$ cat src/rtl/spill_fifo_flushable.sv
// Flushable elastic buffer with registered handshake flags, occupancy and almost-full.
// Generalises the two-entry spill register to any depth; Bypass makes it a wire.
module spill_fifo_flushable #(
  parameter type         T                = logic,
  parameter int unsigned Depth            = 2,
  parameter int unsigned AlmostFullThresh = Depth - 1,
  parameter bit          Bypass           = 1'b0
) (
  input  logic                         clk,
  input  logic                         rst_n,
  input  logic                         flush_i,
  input  logic                         valid_i,
  output logic                         ready_o,
  input  T                             data_i,
  output logic                         valid_o,
  input  logic                         ready_i,
  output T                             data_o,
  output logic [$clog2(Depth+1)-1:0]   count_o,
  output logic                         almost_full_o
);

  localparam int unsigned PW = (Depth > 1) ? $clog2(Depth) : 1;
  localparam int unsigned CW = $clog2(Depth + 1);

  // Depth need not be a power of two, so wrap explicitly.
  function automatic logic [PW-1:0] ptr_inc(input logic [PW-1:0] p);
    return (p == PW'(Depth - 1)) ? '0 : p + PW'(1);
  endfunction

  if (Bypass) begin : g_bypass
    assign valid_o       = valid_i;
    assign ready_o       = ready_i;
    assign data_o        = data_i;
    assign count_o       = '0;
    assign almost_full_o = 1'b0;
  end else begin : g_fifo
    T              mem [Depth];
    logic [PW-1:0] rd_ptr;
    logic [PW-1:0] wr_ptr;
    logic [CW-1:0] count_q;
    logic [CW-1:0] count_next;
    logic          push;
    logic          pop;

    assign push = valid_i && ready_o && !flush_i;
    // A pop in a flush cycle still counts: downstream took that entry.
    assign pop  = valid_o && ready_i;

    always_comb begin
      count_next = count_q;
      if (flush_i) begin
        count_next = '0;
      end else if (push && !pop) begin
        count_next = count_q + CW'(1);
      end else if (pop && !push) begin
        count_next = count_q - CW'(1);
      end
    end

    // Storage is not reset; flags keep stale entries invisible.
    always_ff @(posedge clk) begin
      if (push) begin
        mem[wr_ptr] <= data_i;
      end
    end

    always_ff @(posedge clk or negedge rst_n) begin
      if (!rst_n) begin
        rd_ptr        <= '0;
        wr_ptr        <= '0;
        count_q       <= '0;
        valid_o       <= 1'b0;
        ready_o       <= 1'b0;
        almost_full_o <= 1'b0;
      end else begin
        if (flush_i) begin
          rd_ptr <= '0;
          wr_ptr <= '0;
        end else begin
          if (push) wr_ptr <= ptr_inc(wr_ptr);
          if (pop)  rd_ptr <= ptr_inc(rd_ptr);
        end
        count_q       <= count_next;
        valid_o       <= (count_next != '0);
        ready_o       <= (count_next != CW'(Depth));
        almost_full_o <= (count_next >= CW'(AlmostFullThresh));
      end
    end

    assign count_o = count_q;
    assign data_o  = mem[rd_ptr];

    // Upstream should not offer data while flushing; that beat is dropped.
    assert property (@(posedge clk) disable iff (!rst_n) !(flush_i && valid_i))
      else $warning("spill_fifo_flushable: valid_i during flush, beat discarded");
  end

endmodule

$ cat config.mk
export PLATFORM = sky130hd
export DESIGN_NAME = spill_fifo_flushable
export DESIGN_NICKNAME = d
export VERILOG_FILES = /design/src/rtl/spill_fifo_flushable.sv
export SDC_FILE = /design/constraint.sdc
export NUM_CORES = 1
export LEC_CHECK = 0
export BUFFER_PORTS_ARGS = -buffer_cell sky130_fd_sc_hd__buf_2
export CORE_AREA = 2 2 39 41
export CTS_BUF_LIST = sky130_fd_sc_hd__clkbuf_4
export CTS_CLUSTER_DIAMETER = 40
export DETAILED_ROUTE_END_ITERATION = 16
export DIE_AREA = 0 0 41 43
export SYNTH_ARGS = -nofsm -noshare
export SYNTH_HDL_FRONTEND = slang
export SYNTH_SLANG_ARGS = --single-unit
$ cat constraint.sdc
create_clock -name clk -period 1.7 [get_ports clk]
set_clock_uncertainty 0.1 [all_clocks]
set_input_delay 0.34 -clock clk [delete_from_list [all_inputs] [get_ports clk]]
set_output_delay 0.34 -clock clk [all_outputs]
set_load 0.05 [all_outputs]
# Word-level counts from Yosys, hierarchy flattened
# Memories as Yosys holds them, arrays and structs flattened.
# Cells that the tools add are included.
[op_classes] shift=0 n_eq_ne=1 mux=11 multipliers=0 n_div=0 n_lt_le_gt_ge=1 addsub=4 n_reduce_logical=11 n_bitwise=0
[op_table] cell="$mux W1" count=8
[op_table] cell="$mux W2" count=3
[op_table] cell="$reduce_bool A2 Y1" count=3
[op_table] cell="$logic_and A1 B1 Y1" count=5
[op_table] cell="$logic_not A1 Y1" count=3
[op_table] cell="$add A1 B1 Y1 const B" count=2
[op_table] cell="$add A2 B1 Y2 const B" count=1
[op_table] cell="$ge A2 B1 Y1 const B" count=1
[op_table] cell="$ne A2 B2 Y1 const B" count=1
[op_table] cell="$sub A2 B1 Y2 const B" count=1
[totals] latchBits=0 out_inout_bits=6 mem_bits_rw=2 word_cells=35 in_bits=6 rom_bits=0 ff_bits=7 memories=1
[mem_list] name="g_fifo.mem" depth=2 word_bits=1 rd=1 rd_clocked_by_memory_dff=0 write_ports=1 line="37" rtl="T mem [Depth];"

# Logic depth before layout (Yosys ltp)
# Gate-level depths: netlist of run 1.
[logic_depth] depth_word=8 depth_mapped=4 ltp_nobuf=4

# Least setup slack after synthesis of run 1
# Ideal clock, no wire load.
[synth_path] path_kind="reg-to-reg" startpoint="register almost_full_o (netlist name)" endpoint="register g_fifo.count_q[1], in the netlist count_o[1]" slack_ps=87 arrival_ps=1385 path_buffers=0 setup_time_ps=128 synth_period_minus_slack_ps=1613 stages_incl_launch_ff=5 cell_sequence="dfrtp_1 -> nand2_2 -> nand3_1 -> mux2i_1 -> mux2_1"
[synth_rtl] item="end signal, assigned" line="83" rtl="count_q <= count_next;"
[synth_rtl] item="end, declared" line="40" rtl="logic [CW-1:0] count_q;"

# Worst setup path in the final report of run 1
[layout_path] startpoint="register g_fifo.rd_ptr" endpoint="output port data_o"
[layout_between] elab_chain_cells=1
[layout_lines] item="start, declared" line="38" rtl="logic [PW-1:0] rd_ptr;"
[layout_lines] item="start signal, assigned" line="81" rtl="if (pop) rd_ptr <= ptr_inc(rd_ptr);"
[layout_lines] item="$mem_v2 Z2 W1"
[layout_lines] item="end, declared" line="17" rtl="output T data_o,"
# Every way passes these cells.

==> results_dict.tcl, run 1 <==
set metrics [dict create \
    seqPwrFrac_pct 39.6 \
    wl_um 767 \
    setup_ws_ns 0.101 \
    r2r_slack_ns 0.28 \
    fin_crit_ns 1.60 \
    drc 0 \
    vias 298 \
    slowest_delay_ns 0.37 \
    first_iter_violations 0 \
    io_buffers 11 \
    num-nets-final 56 \
    fmax_mhz 625 \
    diodes 0 \
    synth_area_um2 409 \
    pwr-share-comb_pct 39.8 \
    power_leakage_nw 0.224 \
    grt_max_degree 11 \
    fin_tns_setup_ns 0 \
    final_cell_mix "buf_2, dfrtp_1, nor2_1" \
    antenna_found_initial 0 \
    clock-sinks 8 \
    syn_to_final_growth_pct 22.3 \
    grtUsageTotal_pct 11.5 \
    gr-total-overflow 0 \
    synth_top_family_by_area "simple AND/OR/NAND/NOR gates" \
    r2r-start "almost_full_o$_DFF_PN0_" \
    clkSlewWorstSetupHoldPaths_ns 0.05 \
    die_w_um 41 \
    slowest_stage "dfrtp_1" \
    place_congestion 0.682 \
    tightestPinTransition_ns 0.288 \
    synth_compound_area_share_pct 3.36 \
    crit_start "g_fifo.rd_ptr$_DFFE_PN0P_" \
    die_area_um2 1760 \
    irDropWorstVdd_mv 0.372 \
    synth_cells 36 \
    worstPathCellList "mux2_2 > buf_2" \
    pin_count 12 \
    cts_buffer_depth 2 \
    h-tree-depth 1 \
    ys_types 21 \
    drv_slew 0 \
    core_um2 1380 \
    rows 14 \
    hold_path.class "in2reg" \
    critical_path_class "reg2out" \
    r2r_cells 4 \
    synth_xor_area_share_pct 10.4 \
    syn-num-nets 42 \
    first_global_vias 263 \
    p_switching_mw 0.300 \
    layoutNonFillerInstCount 64 \
    setup.worst_path.end "data_o" \
    layout_commonest_cell "buf_2" \
    final-hold-violation-count 0 \
    dp.cells 60 \
    start_util_pct 29.6 \
    r2r-end "count_o[1]$_DFF_PN0_" \
    avgSynthCellArea_um2 11.4 \
    p_sw_share_pct 42.7 \
    power_density_nw_per_um2 1400 \
    seq_area_frac_synth_pct 51.4 \
    grt_pass1_wl_mm 1.19 \
    ys_warn_count 0 \
    dp_hpwl_um 596 \
    vias_per_cell 4.66 \
    hold_ws_ns 0.184 \
    start_kind "flip-flop" \
    fin_crit_sh_pct 94.1 \
    setup_viol 0 \
    clock-root-buffer "clkbuf_4" \
    ant_nets 0 \
    rsz0062_at_grt "false" \
    wire_per_inst_um 12.0 \
    synth-simple-area-share_pct 17.1 \
    critPathRequiredTime_ns 1.26 \
    dr.pass1.iters 1 \
    die_h_um 43 \
    cts_tree "built" \
    synthAdderAreaFrac_pct 0 \
    cts_buffers 3 \
    outcome "finished clean" \
    insertion_delay_ns 0.25 \
    ys_ff_latch 8 \
    intPower_mw 0.402 \
    ctsResizeCount 0 \
    muxShareOfSynthArea_pct 12.8 \
    arrival_ns 1.16 \
    cp_max_fo 2 \
    crit_path_end_kind "output port" \
    drive_gt1_share_pct 37.5 \
    power.share.clock_pct 20.5 \
    maxCapViolCount 0 \
    post-place-ws_ns 0.231 \
    relSlewSlack_pct 80.5 \
]
## kinds of logic (layout without fill, tap and decap cells)
| group | count (synthesis) | count (layout) |
|---|---|---|
| multiplexers | 5 | 5 |
| AND/OR/NAND/NOR | 13 | 13 |
| AO/OA/AOI/OAI | 2 | 2 |
| buffers and inverters | 4 | 16 |
| flip-flops | 8 | 8 |
| XOR/XNOR | 4 | 4 |
## Yosys cell counts, drive strengths merged
cell    number  area share, %
dfrtp        6             37
nor3b        1            1.8
inv          1           0.92
nand2        2            3.1
xor2         3            8.3
a211oi       1            1.8
mux2i        3            7.3
nor3         2            2.4
nor2         4            3.7
xnor2        1            2.1
nor4b        1            2.1
clkbuf       2            2.1
mux2         2            5.5
nand3        2            2.4
edfxtp       2             15
a31oi        1            1.5
nor2b        1            1.5
buf          1            1.8
## metrics by stage
stage          utilization [%]  cell area [um^2]  power [mW]
3_3_place_gp              33.8               468       0.557
6_report                  36.2               500       0.702
2_1_floorplan                -               409       0.512
4_1_cts                   36.2               500       0.710
5_1_grt                   36.2               500       0.743
3_5_place_dp              33.8               468       0.561
## per-layer routing
layer,part of all wire [%],global-route usage [%],wire length [um],vias up
met5,0,0,0,-
met4,4.3,14.0,33,0
met3,3.1,4.71,24,4
met2,49,16.9,378,11
met1,43,9.90,331,138
li1,-,-,-,145
## power by group through the flow
| stage | logic, mW | clock network [mW] | registers [mW] |
|---|---|---|---|
| detailed placement | 0.279 | 0 | 0.281 |
| CTS | 0.283 | 0.148 | 0.278 |
| finish | 0.280 | 0.144 | 0.278 |
| floorplan | 0.164 | 0 | 0.348 |
| global route | 0.298 | 0.160 | 0.285 |
| global placement | 0.278 | 0 | 0.279 |
## area by class of cell
| cell class | count | area, um^2 |
|---|---|---|
| clock buffers | 3 | 22.5 |
| fillers | 145 | 883 |
| inverters | 1 | 3.75 |
| multi-input cells | 24 | 179 |
| flip-flops and latches | 8 | 210 |
| well taps | 16 | 20.0 |
| repair buffers | 12 | 65.1 |
## timing repair
action	4_1_cts	5_1_grt
endpoints found under the hold margin	6	0
buffers inserted	0	0
hold buffers	1	0
## critical path, delay by kind of cell (launching register included)
kind | cells | cell delay [ns]
buffers and inverters | 1 | 0.21
flip-flops | 1 | 0.37
multiplexers | 1 | 0.33
## registers in the layout, indices dropped and copies added (netlist names)
register / cells
almost_full_o: 1
count_o: 2
g_fifo.mem: 2
g_fifo.rd_ptr: 1
g_fifo.wr_ptr: 1
ready_o: 1
## worst min-delay path by stage
stage | from | to | slack, ns | cells past startpoint
CTS | data_i | g_fifo.mem[0]$_DFFE_PP_ | 0.19 | 1
floorplan | rst_n | almost_full_o$_DFF_PN0_ | -0.06 | 0
detailed placement | rst_n | g_fifo.rd_ptr$_DFFE_PN0P_ | 0.08 | 1
finish | data_i | g_fifo.mem[0]$_DFFE_PP_ | 0.18 | 1
global placement | rst_n | g_fifo.rd_ptr$_DFFE_PN0P_ | 0.08 | 1
global route | data_i | g_fifo.mem[0]$_DFFE_PP_ | 0.17 | 1
No activity file was read; power rests on OpenSTA's default activity.
==> run 2, diff against run 1 <==
--- a/config.mk
+++ b/config.mk
@@ -11,6 +11,7 @@
 export CTS_CLUSTER_DIAMETER = 40
 export DETAILED_ROUTE_END_ITERATION = 16
 export DIE_AREA = 0 0 41 43
+export SETUP_SLACK_MARGIN = 0.3
 export SYNTH_ARGS = -nofsm -noshare
 export SYNTH_HDL_FRONTEND = slang
 export SYNTH_SLANG_ARGS = --single-unit
==> results_dict.tcl, run 2 (synthesized netlist as in run 1, its figures left out) <==
set metrics [dict create \
    outcome "finished clean" \
    grt_pass1_wl_mm 1.24 \
    rows 14 \
    cts_buffers 3 \
    clock-root-buffer "clkbuf_4" \
    diodes 0 \
    crit_path_end_kind "output port" \
    fin_tns_setup_ns 0 \
    core_um2 1380 \
    fmax_mhz 647 \
    syn_to_final_growth_pct 41.6 \
    fin_crit_ns 1.55 \
    critPathRequiredTime_ns 1.26 \
    vias_per_cell 4.54 \
    slowest_delay_ns 0.39 \
    vias 309 \
    critical_path_class "reg2out" \
    cts_buffer_depth 2 \
    power_density_nw_per_um2 1360 \
    drive_gt1_share_pct 53.8 \
    clkSlewWorstSetupHoldPaths_ns 0.05 \
    irDropWorstVdd_mv 0.422 \
    pin_count 12 \
    ant_nets 0 \
    num-nets-final 59 \
    grt_max_degree 11 \
    use_met1_pct 15.6 \
    final-hold-violation-count 0 \
    drv_slew 0 \
    top_usage_layer "met1" \
    first_global_vias 285 \
    h-tree-depth 1 \
    setup_viol 0 \
    rsz0062_at_grt "true" \
    grtUsageTotal_pct 10.6 \
    maxCapViolCount 0 \
    grt_use_met2_pct 13.4 \
    antenna_found_initial 0 \
    power_leakage_nw 0.258 \
    fin_crit_sh_pct 90.9 \
    place_congestion 0.659 \
    nFillCells 149 \
    gr-usage-met3_pct 3.14 \
    insertion_delay_ns 0.25 \
    arrival_ns 1.11 \
    die_area_um2 1760 \
    wire_per_inst_um 10.7 \
    drc 0 \
    relSlewSlack_pct 84.1 \
    die_h_um 43 \
    dr.pass1.iters 1 \
    final_cell_mix "clkbuf_4, buf_2, buf_4" \
    start_kind "flip-flop" \
    cp_max_fo 2 \
    gr-total-overflow 0 \
    worstPathCellList "mux2_4 > buf_8" \
    die_w_um 41 \
    wl_um 729 \
    cts_tree "built" \
    slowest_stage "dfrtp_1" \
    post-route-util_pct 41.9 \
    first_iter_violations 0 \
    clock-sinks 8 \
    tightestPinTransition_ns 0.236 \
    start_util_pct 29.6 \
    hold_path.class "in2reg" \
    io_buffers 11 \
    dp_hpwl_um 563 \
]
==> run 2: changes by cell type in the layout (fill, tap and decap cells not counted), moves of 3 or more <==
cell	before	now
buf_2	11	6
buf_4	0	5
dfrtp_1	6	2
dfrtp_2	0	4
clkbuf_4	3	6
==> run 2: layout make-up <==
class / instances / area (um^2) / area share (%)
multi-input combinational: 24 / 203 / 35.0
timing repair buffer: 15 / 108 / 18.6
sequential: 8 / 215 / 37.1
inverter: 1 / 3.75 / 0.648
clock buffer: 4 / 30.0 / 5.18
tap: 16 / 20.0 / 3.46
==> run 2: metal layers <==
layer	part of all wire, %	wire length [um]
met3	6.3	46
met1	46	332
met4	2.5	18
met2	46	332
met5	0	0
==> run 2: power by group <==
part           leakage (nW)  internal (mW)  switching, mW  total [mW]
sequential           0.0884          0.237         0.0500       0.287
combinational         0.152          0.133          0.198       0.330
clock                0.0184          0.106         0.0654       0.171
total                 0.258          0.476          0.313       0.789
==> run 2: what timing repair did <==
action / in CTS / in global routing
hold endpoints to repair: 6 / 0
resized for setup: 5 / 4
setup endpoints to repair: 3 / 4
hold buffers: 1 / 0
setup buffers: 1 / 2
pin swaps: 0 / 0
==> run 2: final timing paths <==
kind,from,to,slack [ns],cells after the start
max,g_fifo.rd_ptr$_DFFE_PN0P_,data_o,0.15,2
min,data_i,g_fifo.mem[1]$_DFFE_PP_,0.18,1
max reg2reg,almost_full_o$_DFF_PN0_,count_o[1]$_DFF_PN0_,0.36,4
min reg2reg,count_o[0]$_DFF_PN0_,almost_full_o$_DFF_PN0_,0.46,1
max in group asynchronous,rst_n,ready_o$_DFF_PN0_,0.99,2
min in group asynchronous,rst_n,count_o[0]$_DFF_PN0_,0.35,2
==> run 2: worst max-delay path: cells and delay by family (launching register included) <==
family / cells / cell delay (ns)
buffers and inverters: 1 / 0.15
flip-flops: 1 / 0.39
multiplexers: 1 / 0.31
==> run 2: metrics by stage <==
step / hold WS, ns / cell area, um^2 / std cells / power [mW] / setup WS [ns]
final: 0.176 / 579 / 68 / 0.789 / 0.154
after CTS: 0.173 / 552 / 66 / 0.773 / 0.160
after detailed placement: 0.0767 / 492 / 60 / 0.576 / 0.308
after floorplan: -0.0556 / 442 / 36 / 0.538 / 0.264
after global placement: 0.0757 / 492 / 60 / 0.571 / 0.318
after global routing: 0.175 / 579 / 68 / 0.838 / 0.127
==> run 3, diff against run 2 <==
--- a/config.mk
+++ b/config.mk
@@ -11,6 +11,7 @@
 export CTS_CLUSTER_DIAMETER = 40
 export DETAILED_ROUTE_END_ITERATION = 16
 export DIE_AREA = 0 0 41 43
+export REMOVE_ABC_BUFFERS = 1
 export SETUP_SLACK_MARGIN = 0.3
 export SYNTH_ARGS = -nofsm -noshare
 export SYNTH_HDL_FRONTEND = slang
==> results_dict.tcl, run 3 (synthesized netlist as in run 1, its figures left out) <==
set metrics [dict create \
    p_sw_share_pct 39.8 \
    crit_start "g_fifo.rd_ptr$_DFFE_PN0P_" \
    rows 14 \
    top_layer_used "met4" \
    holdPathStages 1 \
    final_cell_mix "buf_4, buf_2, clkbuf_4" \
    num-nets-final 62 \
    critPathRequiredTime_ns 1.26 \
    dp_hpwl_um 569 \
    grt_max_degree 11 \
    vias_per_cell 4.70 \
    drive_gt1_share_pct 54.5 \
    start_kind "flip-flop" \
    wire_per_inst_um 12.2 \
    seqPwrFrac_pct 35.2 \
    pwr-share-comb_pct 43.8 \
    ant_nets 0 \
    setup_viol 0 \
    r2r-start "almost_full_o$_DFF_PN0_" \
    cts_buffer_depth 2 \
    pin_count 12 \
    h-tree-depth 1 \
    clock-sinks 8 \
    wl_met1_um 376 \
    crit_path_end_kind "output port" \
    r2r_cells 5 \
    wl_met2_um 437 \
    tightestPinTransition_ns 0.246 \
    p_switching_mw 0.322 \
    syn_to_final_growth_pct 46.8 \
    r2r-end "ready_o$_DFF_PN0_" \
    core_um2 1380 \
    rsz0062_at_grt "true" \
    grtUsageTotal_pct 10.8 \
    arrival_ns 1.11 \
    outcome "finished clean" \
    power_density_nw_per_um2 1350 \
    first_global_vias 309 \
    vias 334 \
    cp_max_fo 2 \
    critical_path_class "reg2out" \
    maxCapViolCount 0 \
    hold_path.class "in2reg" \
    gr-total-overflow 0 \
    cts_buffers 3 \
    dr.pass1.iters 2 \
    nFillCells 137 \
    diodes 0 \
    fmax_mhz 644 \
    fin_tns_setup_ns 0 \
    clock-root-buffer "clkbuf_4" \
    insertion_delay_ns 0.25 \
    final-hold-violation-count 0 \
    first_iter_violations 3 \
    io_buffers 11 \
    fin_crit_sh_pct 91.3 \
    grt_pass1_wl_mm 1.19 \
    relSlewSlack_pct 83.7 \
    min_to "g_fifo.mem[1]$_DFFE_PP_" \
    clkSlewWorstSetupHoldPaths_ns 0.06 \
    drv_slew 0 \
    cts_tree "built" \
    fin_crit_ns 1.55 \
    start_util_pct 29.6 \
    die_area_um2 1760 \
    layout_commonest_cell "buf_4" \
    antenna_found_initial 0 \
    irDropWorstVdd_mv 0.420 \
    die_h_um 43 \
    finalPower_mw 0.810 \
    r2r_slack_ns 0.35 \
    power.share.clock_pct 20.9 \
    power_leakage_nw 0.269 \
    wl_um 869 \
    wl_met3_um 44 \
    drc 0 \
    intPower_mw 0.487 \
    place_congestion 0.720 \
    die_w_um 41 \
    min-delay-start "data_i" \
]
## run 3: changes by cell type in the layout (fill, tap and decap cells not counted), sizes merged
cell,change
buf,+4
clkbuf,-1
## run 3: worst max-delay path by stage
| stage | endpoint |
|---|---|
| final | data_o |
| after global routing | data_o |
| after floorplan | count_o[1]$_DFF_PN0_ |
| after global placement | count_o[1]$_DFF_PN0_ |
| after detailed placement | count_o[1]$_DFF_PN0_ |
| after CTS | data_o |
## run 3: repair_timing
| action | 4_1_cts | 5_1_grt |
|---|---|---|
| pin swaps | 1 | 1 |
| endpoints found under the hold margin | 6 | 0 |
| hold buffers | 1 | 0 |
| setup endpoints to repair | 4 | 6 |
| buffers inserted | 3 | 3 |
| gates resized for setup | 6 | 9 |
## run 3: power by group through the flow
| stage | sequential (mW) | clock, mW | combinational (mW) |
|---|---|---|---|
| 5_1_grt | 0.291 | 0.193 | 0.376 |
| 6_report | 0.285 | 0.169 | 0.355 |
| 2_1_floorplan | 0.381 | 0 | 0.113 |
| 3_5_place_dp | 0.282 | 0 | 0.279 |
| 3_3_place_gp | 0.282 | 0 | 0.279 |
| 4_1_cts | 0.282 | 0.177 | 0.311 |
## run 3: critical path, cell delays in order, from the launching register on
cell and delay, ns:
dfrtp_1 0.40, mux2_4 0.31, buf_8 0.15
## run 3: cell type report
| cell class | instances | area (um^2) | area share, % |
|---|---|---|---|
| clock buffers | 4 | 30.0 | 5.00 |
| inverters | 1 | 3.75 | 0.625 |
| multi-input cells | 24 | 204 | 34.0 |
| flip-flops and latches | 8 | 213 | 35.4 |
| well taps | 16 | 20.0 | 3.33 |
| repair buffers | 18 | 130 | 21.7 |
## run 3: per-layer routing
layer | global-route usage (%) | vias to the layer above
met1 | 10.9 | 162
met4 | 10.0 | 0
met3 | 5.24 | 2
li1 | - | 162
met2 | 15.3 | 8
met5 | 0 | -
## run 3: per-stage QoR
stage	utilization, %	std cells	worst slack [ns]	instance area, um^2	hold slack [ns]
finish	43.4	71	0.147	601	0.182
global route	43.4	71	0.111	601	0.160
CTS	39.3	68	0.151	544	0.174
detailed placement	33.8	60	0.251	468	0.0761
global placement	33.8	60	0.251	468	0.0752
floorplan	-	33	-0.212	393	-0.0556
